<file path="config.mk">
export PLATFORM = sky130hd
export DESIGN_NAME = load_store_unit_flat
export DESIGN_NICKNAME = d
export VERILOG_FILES = /design/src/rtl/load_store_unit_pkg.sv /design/src/rtl/load_store_unit_if.sv /design/src/rtl/load_store_unit_align.sv /design/src/rtl/load_store_unit.sv /design/src/flat_wrapper.sv
export SDC_FILE = /design/constraint.sdc
export NUM_CORES = 1
export LEC_CHECK = 0
export ABC_AREA = 1
export BUFFER_PORTS_ARGS = -buffer_cell sky130_fd_sc_hd__buf_4
export CAP_MARGIN = 0
export CORE_MARGIN = 2
export CORE_UTILIZATION = 30
export CTS_BUF_LIST = sky130_fd_sc_hd__clkbuf_8
export CTS_CLUSTER_SIZE = 28
export DETAILED_ROUTE_END_ITERATION = 12
export SETUP_SLACK_MARGIN = 0.1
export SLEW_MARGIN = 20
export SYNTH_ARGS = -nofsm -noshare
export SYNTH_HDL_FRONTEND = slang
export SYNTH_SLANG_ARGS = --single-unit
export TNS_END_PERCENT = 10
</file>
<file path="constraint.sdc">
create_clock -name clk -period 1.3 [get_ports clk]
set_input_delay 0.13 -clock clk [delete_from_list [all_inputs] [get_ports clk]]
set_output_delay 0.13 -clock clk [all_outputs]
set_load 0.1 [all_outputs]
</file>
<file path="src/rtl/load_store_unit_pkg.sv">
// Shared definitions for the load/store unit: memory alucodes, write-strobe
// width, FSM state encoding and small alucode classification helpers.
package load_store_unit_pkg;

    localparam int MEM_STRB_W = 4;

    localparam logic [5:0] ALU_LB  = 6'h10;
    localparam logic [5:0] ALU_LH  = 6'h11;
    localparam logic [5:0] ALU_LW  = 6'h12;
    localparam logic [5:0] ALU_LBU = 6'h13;
    localparam logic [5:0] ALU_LHU = 6'h14;
    localparam logic [5:0] ALU_SB  = 6'h15;
    localparam logic [5:0] ALU_SH  = 6'h16;
    localparam logic [5:0] ALU_SW  = 6'h17;

    typedef enum logic [1:0] {
        LSU_IDLE = 2'd0,
        LSU_REQ  = 2'd1,
        LSU_WAIT = 2'd2,
        LSU_RESP = 2'd3
    } lsu_state_t;

    function automatic logic is_load_op(input logic [5:0] code);
        return code inside {ALU_LB, ALU_LH, ALU_LW, ALU_LBU, ALU_LHU};
    endfunction

    function automatic logic is_store_op(input logic [5:0] code);
        return code inside {ALU_SB, ALU_SH, ALU_SW};
    endfunction

    function automatic logic is_mem_op(input logic [5:0] code);
        return is_load_op(code) || is_store_op(code);
    endfunction

    function automatic logic is_misaligned(input logic [5:0] code, input logic [1:0] lo);
        logic mis;
        mis = 1'b0;
        case (code)
            ALU_LH, ALU_LHU, ALU_SH: mis = lo[0];
            ALU_LW, ALU_SW:          mis = (lo != 2'b00);
            default:                 mis = 1'b0;
        endcase
        return mis;
    endfunction

endpackage

</file>
<file path="src/rtl/load_store_unit_if.sv">
// Data-memory request/response bus.
//   req/we/addr/wdata/wstrb : request side, driven by the master (LSU)
//   gnt                     : request accepted this cycle
//   rvalid/rdata            : response (load data or store ack)
interface load_store_unit_if
    import load_store_unit_pkg::*;
#(
    parameter int XLEN = 32
);
    logic                  req;
    logic                  we;
    logic [XLEN-1:0]       addr;
    logic [XLEN-1:0]       wdata;
    logic [MEM_STRB_W-1:0] wstrb;
    logic                  gnt;
    logic                  rvalid;
    logic [XLEN-1:0]       rdata;

    modport master (
        output req, we, addr, wdata, wstrb,
        input  gnt, rvalid, rdata
    );

    modport slave (
        input  req, we, addr, wdata, wstrb,
        output gnt, rvalid, rdata
    );
endinterface

</file>
<file path="src/rtl/load_store_unit_align.sv">
// lsu_align: combinational byte-lane steering.
//   alucode, addr_lo, sdata -> wstrb, wdata (lane-replicated store data)
//   alucode, addr_lo, rdata -> ldata (sign/zero-extended load data, 0 for stores)
module lsu_align
    import load_store_unit_pkg::*;
#(
    parameter int XLEN = 32
) (
    input  logic [5:0]            alucode,
    input  logic [1:0]            addr_lo,
    input  logic [XLEN-1:0]       sdata,
    input  logic [XLEN-1:0]       rdata,
    output logic [MEM_STRB_W-1:0] wstrb,
    output logic [XLEN-1:0]       wdata,
    output logic [XLEN-1:0]       ldata
);
    logic [XLEN-1:0] byte_sh;
    logic [XLEN-1:0] half_sh;

    always_comb begin
        byte_sh = rdata >> {addr_lo, 3'b000};
        half_sh = rdata >> {addr_lo[1], 4'b0000};
        wstrb   = '0;
        wdata   = '0;
        ldata   = '0;
        case (alucode)
            ALU_SB: begin
                wstrb = 4'b0001 << addr_lo;
                wdata = {4{sdata[7:0]}};
            end
            ALU_SH: begin
                wstrb = addr_lo[1] ? 4'b1100 : 4'b0011;
                wdata = {2{sdata[15:0]}};
            end
            ALU_SW: begin
                wstrb = '1;
                wdata = sdata;
            end
            ALU_LB:  ldata = {{(XLEN-8){byte_sh[7]}}, byte_sh[7:0]};
            ALU_LBU: ldata = {{(XLEN-8){1'b0}}, byte_sh[7:0]};
            ALU_LH:  ldata = {{(XLEN-16){half_sh[15]}}, half_sh[15:0]};
            ALU_LHU: ldata = {{(XLEN-16){1'b0}}, half_sh[15:0]};
            ALU_LW:  ldata = rdata;
            default: ;
        endcase
    end
endmodule

</file>
<file path="src/rtl/load_store_unit.sv">
// load_store_unit: memory stage behind the ALU. Accepts one memory op at a
// time, runs it over the req/gnt/rvalid bus and returns a one-cycle
// writeback pulse (load data or store completion, or a misalignment exception).
//   clk, rst_n          : clock, synchronous active-low reset
//   in_*                : op from the ALU (valid/ready handshake)
//   flush               : squash the in-flight op
//   mem                 : data-memory bus (master side)
//   wb_*, exc_misaligned: writeback result
module load_store_unit
    import load_store_unit_pkg::*;
#(
    parameter int XLEN = 32,
    parameter int RD_W = 5
) (
    input  logic            clk,
    input  logic            rst_n,
    input  logic            in_valid,
    output logic            in_ready,
    input  logic [5:0]      in_alucode,
    input  logic [XLEN-1:0] in_addr,
    input  logic [XLEN-1:0] in_sdata,
    input  logic [RD_W-1:0] in_rd,
    input  logic            flush,
    load_store_unit_if.master mem,
    output logic            wb_valid,
    output logic            wb_we,
    output logic [RD_W-1:0] wb_rd,
    output logic [XLEN-1:0] wb_data,
    output logic            exc_misaligned
);
    lsu_state_t state, state_nx;

    logic [5:0]            op_code;
    logic [XLEN-1:0]       op_addr;
    logic [XLEN-1:0]       op_sdata;
    logic [RD_W-1:0]       op_rd;
    logic                  op_mis;
    logic                  squashed;
    logic [XLEN-1:0]       wb_data_q;
    logic                  accept;
    logic [MEM_STRB_W-1:0] al_wstrb;
    logic [XLEN-1:0]       al_wdata;
    logic [XLEN-1:0]       al_ldata;

    // Non-memory alucodes and ops arriving with flush are never accepted.
    assign accept = (state == LSU_IDLE) && in_valid && !flush && is_mem_op(in_alucode);

    lsu_align #(.XLEN(XLEN)) u_align (
        .alucode (op_code),
        .addr_lo (op_addr[1:0]),
        .sdata   (op_sdata),
        .rdata   (mem.rdata),
        .wstrb   (al_wstrb),
        .wdata   (al_wdata),
        .ldata   (al_ldata)
    );

    always_ff @(posedge clk) begin
        if (!rst_n) state <= LSU_IDLE;
        else        state <= state_nx;
    end

    always_comb begin
        state_nx = state;
        case (state)
            LSU_IDLE: if (accept)
                          state_nx = is_misaligned(in_alucode, in_addr[1:0]) ? LSU_RESP : LSU_REQ;
            // gnt beats a simultaneous flush: the access is already issued.
            LSU_REQ:  if (mem.gnt)    state_nx = LSU_WAIT;
                      else if (flush) state_nx = LSU_IDLE;
            // An issued access must still drain its response before going idle.
            LSU_WAIT: if (mem.rvalid) state_nx = (squashed || flush) ? LSU_IDLE : LSU_RESP;
            LSU_RESP: state_nx = LSU_IDLE;
            default:  state_nx = LSU_IDLE;
        endcase
    end

    always_ff @(posedge clk) begin
        if (!rst_n) begin
            op_code   <= '0;
            op_addr   <= '0;
            op_sdata  <= '0;
            op_rd     <= '0;
            op_mis    <= 1'b0;
            squashed  <= 1'b0;
            wb_data_q <= '0;
        end else begin
            if (accept) begin
                op_code   <= in_alucode;
                op_addr   <= in_addr;
                op_sdata  <= in_sdata;
                op_rd     <= in_rd;
                op_mis    <= is_misaligned(in_alucode, in_addr[1:0]);
                squashed  <= 1'b0;
                wb_data_q <= '0;
            end
            if (state == LSU_WAIT && flush) squashed <= 1'b1;
            if (state == LSU_WAIT && mem.rvalid) wb_data_q <= al_ldata;
        end
    end

    always_comb begin
        in_ready       = (state == LSU_IDLE);
        mem.req        = (state == LSU_REQ);
        mem.we         = is_store_op(op_code);
        mem.addr       = {op_addr[XLEN-1:2], 2'b00};
        mem.wdata      = al_wdata;
        mem.wstrb      = al_wstrb;
        wb_valid       = (state == LSU_RESP) && !flush;
        wb_we          = wb_valid && is_load_op(op_code) && (op_rd != '0) && !op_mis;
        wb_rd          = op_rd;
        wb_data        = wb_data_q;
        exc_misaligned = wb_valid && op_mis;
    end
endmodule

</file>
<file path="src/flat_wrapper.sv">
// flat-port wrapper written by rule: the top's interface ports become plain ports
module load_store_unit_flat import load_store_unit_pkg::*;
#(
    parameter int XLEN = 32,
    parameter int RD_W = 5
)
  (clk, rst_n, in_valid, in_ready, in_alucode, in_addr, in_sdata, in_rd, flush, wb_valid, wb_we, wb_rd, wb_data, exc_misaligned, mem_req, mem_we, mem_addr, mem_wdata, mem_wstrb, mem_gnt, mem_rvalid, mem_rdata);
  load_store_unit_if #(.XLEN(XLEN)) mem_i ();
  input  logic clk;
  input  logic rst_n;
  input  logic in_valid;
  output logic in_ready;
  input  logic [5:0] in_alucode;
  input  logic [XLEN-1:0] in_addr;
  input  logic [XLEN-1:0] in_sdata;
  input  logic [RD_W-1:0] in_rd;
  input  logic flush;
  output logic wb_valid;
  output logic wb_we;
  output logic [RD_W-1:0] wb_rd;
  output logic [XLEN-1:0] wb_data;
  output logic exc_misaligned;
  output wire logic [$bits(mem_i.req)-1:0] mem_req;
  output wire logic [$bits(mem_i.we)-1:0] mem_we;
  output wire logic [$bits(mem_i.addr)-1:0] mem_addr;
  output wire logic [$bits(mem_i.wdata)-1:0] mem_wdata;
  output wire logic [$bits(mem_i.wstrb)-1:0] mem_wstrb;
  input wire logic [$bits(mem_i.gnt)-1:0] mem_gnt;
  input wire logic [$bits(mem_i.rvalid)-1:0] mem_rvalid;
  input wire logic [$bits(mem_i.rdata)-1:0] mem_rdata;
  assign mem_req = mem_i.req;
  assign mem_we = mem_i.we;
  assign mem_addr = mem_i.addr;
  assign mem_wdata = mem_i.wdata;
  assign mem_wstrb = mem_i.wstrb;
  assign mem_i.gnt = mem_gnt;
  assign mem_i.rvalid = mem_rvalid;
  assign mem_i.rdata = mem_rdata;
  load_store_unit #(.XLEN(XLEN), .RD_W(RD_W)) u_core (.clk(clk), .rst_n(rst_n), .in_valid(in_valid), .in_ready(in_ready), .in_alucode(in_alucode), .in_addr(in_addr), .in_sdata(in_sdata), .in_rd(in_rd), .flush(flush), .mem(mem_i), .wb_valid(wb_valid), .wb_we(wb_we), .wb_rd(wb_rd), .wb_data(wb_data), .exc_misaligned(exc_misaligned));
endmodule
</file>
==> flow_metrics.py <==
metrics = {
    "placement": {
        "dp_hpwl_um": 13900,
        "gp_congestion": 0.834,
        "port_buffers": 221,
        "dpl.cell_count": 1309,
    },
    "die": {
        "core_area_um2": 18800,
        "dieArea_um2": 20300,
        "die_h_um": 143,
        "start_util_pct": 30.7,
        "pin_count": 224,
        "fp-row-count": 50,
        "die_w_um": 143,
    },
    "route": {
        "ant_nets": 0,
        "vias": 6695,
        "drcViolationCount": 0,
        "wl_per_cell_um": 15.1,
        "via_per_inst": 4.79,
        "wirelength_um": 21100,
        "drt_first_pass_iters": 4,
        "drtIter0Drc": 258,
    },
    "sta": {
        "fin_crit_ns": 1.87,
        "relSlewSlack_pct": 51.6,
        "period_share_pct": 144,
        "drv_slew": 0,
        "worstMarginPinSlew_ns": 0.724,
        "clock_skew_ns": 0.0251,
        "setup_violations": 136,
        "max_freq_mhz": 536,
        "setup_ws_ns": -0.566,
        "hold_viol": 0,
        "rsz0062_at_grt": "true",
    },
    "critical_path": {
        "critPathArrivalTime_ns": 1.74,
        "slowest_delay_ns": 0.37,
        "crit_path_cell_trace": "nor2_4 -> nand2_4 -> inv_2 -> nand2_4 -> clkbuf_16 -> o31ai_4 -> buf_12",
        "r2r_slack_ns": -0.24,
        "critPathBufInv": 3,
        "crit_start": "u_core.op_code[3]",
        "crit_cells": 7,
        "worst_ep_required_time_ns": 1.17,
        "crit_top_cell": "nand2_4",
        "reg2reg_from": "u_core.state[1]",
        "worstSetupEndpointType": "output port",
        "crit_end": "mem_wstrb[0]",
        "cp_top_family": "buffers and inverters",
        "cp-start-kind": "register",
        "crit_fanout": 6,
        "path_class": "register to output port",
        "reg2reg_depth": 8,
        "reg2reg_to": "u_core.wb_data[17]",
        "slowest_stage": "dfxtp_2",
    },
    "outcome": {
        "status": "finished, violations left",
        "violations": "setup timing",
    },
    "cts": {
        "cts.sinks": 111,
        "clockBufferDepth": 2,
        "cts_made_buffers": 9,
        "path_clk_slew_ns": 0.12,
        "cts_tree": "built",
        "clk_latency_ns": 0.41,
        "cts_max_level": 3,
        "clockRootBuffer": "clkbuf_8",
    },
    "final_layout": {
        "drive_gt1_share_pct": 36.8,
        "nets": 1270,
        "syn_to_final_growth_pct": 74.0,
        "fin_util_pct": 53.4,
        "final_cells": 1398,
    },
    "flow_run": {
        "maxCapViolations": 0,
    },
    "yosys": {
        "ys_types": 30,
        "syn_inst": 871,
        "synth_edf_count": 0,
        "synthFlopType": "dfxtp_1",
        "syn_avg_cell_area_um2": 6.61,
        "async_flop_share_pct": 0,
        "yosysWarnings": 0,
        "synth_area_um2": 5760,
        "synth-seq-cells": 111,
        "ys_seq_area_share_pct": 38.6,
    },
    "global_routing": {
        "first_global_vias": 6549,
        "grt_overflow": 0,
        "grt_max_degree": 80,
        "grt_usage_pct": 20.2,
        "antenna_found_initial": 1,
        "grt_pass1_wl_um": 32700,
    },
    "power": {
        "power_density_nw_per_um2": 867,
        "leakage_nw": 4.31,
        "ir_drop_mv": 0.821,
    },
    "worst_hold_path": {
        "worstHoldPathType": "input port to register",
    },
}
-- cell usage after synthesis (2+ instances only) --
library cell | instances | area (um2)
nand2_4 | 3 | 33.8
buf_4 | 42 | 315
nor2_1 | 147 | 552
o21ai_0 | 111 | 556
nor2_4 | 4 | 45.0
nand2_2 | 2 | 12.5
o211ai_2 | 4 | 50.1
o211ai_1 | 7 | 52.6
inv_2 | 7 | 26.3
dfxtp_1 | 111 | 2220
clkbuf_1 | 19 | 71.3
nand2_1 | 212 | 796
nand3_1 | 46 | 230
nor2_2 | 6 | 37.5
a21oi_1 | 53 | 265
nand3_2 | 3 | 30.0
nor3_1 | 6 | 30.0
inv_1 | 52 | 195
o21ai_1 | 6 | 30.0
buf_2 | 15 | 75.1
buf_6 | 6 | 67.6
-- cells by family after synthesis --
family                 Yosys count  synth area share, %
AND/OR/NAND/NOR                431                 31.0
AO/OA/AOI/OAI                  186                 17.3
buffers and inverters          142                 13.1
flip-flops                     111                 38.6
other                            1               0.0651
-- per-layer routing --
metal  share of wire (%)  track usage, %  vias to the layer above
met5                   0               0                        -
met4                 3.8            9.74                        0
met3                 7.6            5.65                       50
met2                  47            33.2                      231
met1                  42            24.2                     3090
li1                    -               -                     3324
-- how the worst min path moves through the flow --
stage	start	endpoint	slack (ns)	cells after the start
final	in_alucode[1]	u_core.op_code[1]	0.02	3
after global routing	in_alucode[0]	u_core.op_code[0]	0.02	3
after CTS	in_alucode[1]	u_core.op_code[1]	0.0006	3
after detailed placement	in_addr[11]	u_core.op_addr[11]	0.39	3
after global placement	in_addr[4]	u_core.op_addr[4]	0.38	3
after floorplan	flush	u_core.squashed	0.28	2
-- area by class of cell --
class	count	area [um2]
Timing Repair Buffer	356	3830
Clock buffer	9	124
Multi-Input combinational cell	619	3210
Sequential cell	111	2230
Fill cell	1751	8740
Antenna cell	2	5.00
Inverter	60	228
Clock inverter	7	96.3
Tap cell	234	293
-- sequential cells by signal, summed over array words and instances (netlist names) --
register	cells
u_core.op_sdata	32
u_core.wb_data	32
u_core.op_addr	32
u_core.wb_rd	5
u_core.op_code	6
u_core.state	2
u_core.op_mis	1
u_core.squashed	1
-- per-stage QoR --
stage	cell area (um2)	hold WS [ns]	TNS (ns)	total power, mW	setup WS (ns)
after floorplan	6010	0.277	-33.00	5.18	-1.08
after global placement	8030	0.380	-24.11	5.93	-0.303
after detailed placement	8030	0.387	-29.34	5.94	-0.313
after CTS	9770	0.000637	-31.98	8.70	-0.608
after global routing	10000	0.0224	-46.22	9.10	-0.675
final	10000	0.0205	-30.50	8.69	-0.566
-- timing repair --
item | CTS | global route
hold endpoints to repair | 66 | 0
resized for setup | 231 | 76
endpoints found under the setup margin | 203 | 174
hold buffers | 66 | 0
pin swaps | 32 | 22
setup buffers | 2 | 2
gates cloned | 0 | 1
-- worst reg2reg max path: cells and delay by family (launching register included) --
kind	cells	cell delay (ns)
buf+inv	2	0.11
simple gates	5	0.87
compound gates	1	0.16
flops	1	0.35
-- cell usage in the layout (no fill, tap or decap), drive strengths merged --
cell type	Yosys	final
a21oi	54	54
a221oi	1	1
buf	63	289
bufinv	0	1
clkbuf	19	10
clkinv	1	2
clkinvlp	0	1
conb	1	2
dfxtp	111	111
diode	0	2
dlygate4sd3	0	66
inv	59	63
nand2	217	217
nand3	49	49
nand4	1	1
nor2	157	157
nor3	6	6
nor4	1	1
o211ai	11	11
o21a	1	1
o21ai	118	118
o31ai	1	1
-- where the power goes --
group	internal, mW	total, mW	switching [mW]	leakage [nW]
combinational	1.03	2.67	1.64	3.30
clock	0.957	2.39	1.43	0.109
sequential	3.54	3.63	0.0896	0.901
No activity file was read; power rests on OpenSTA's default activity.
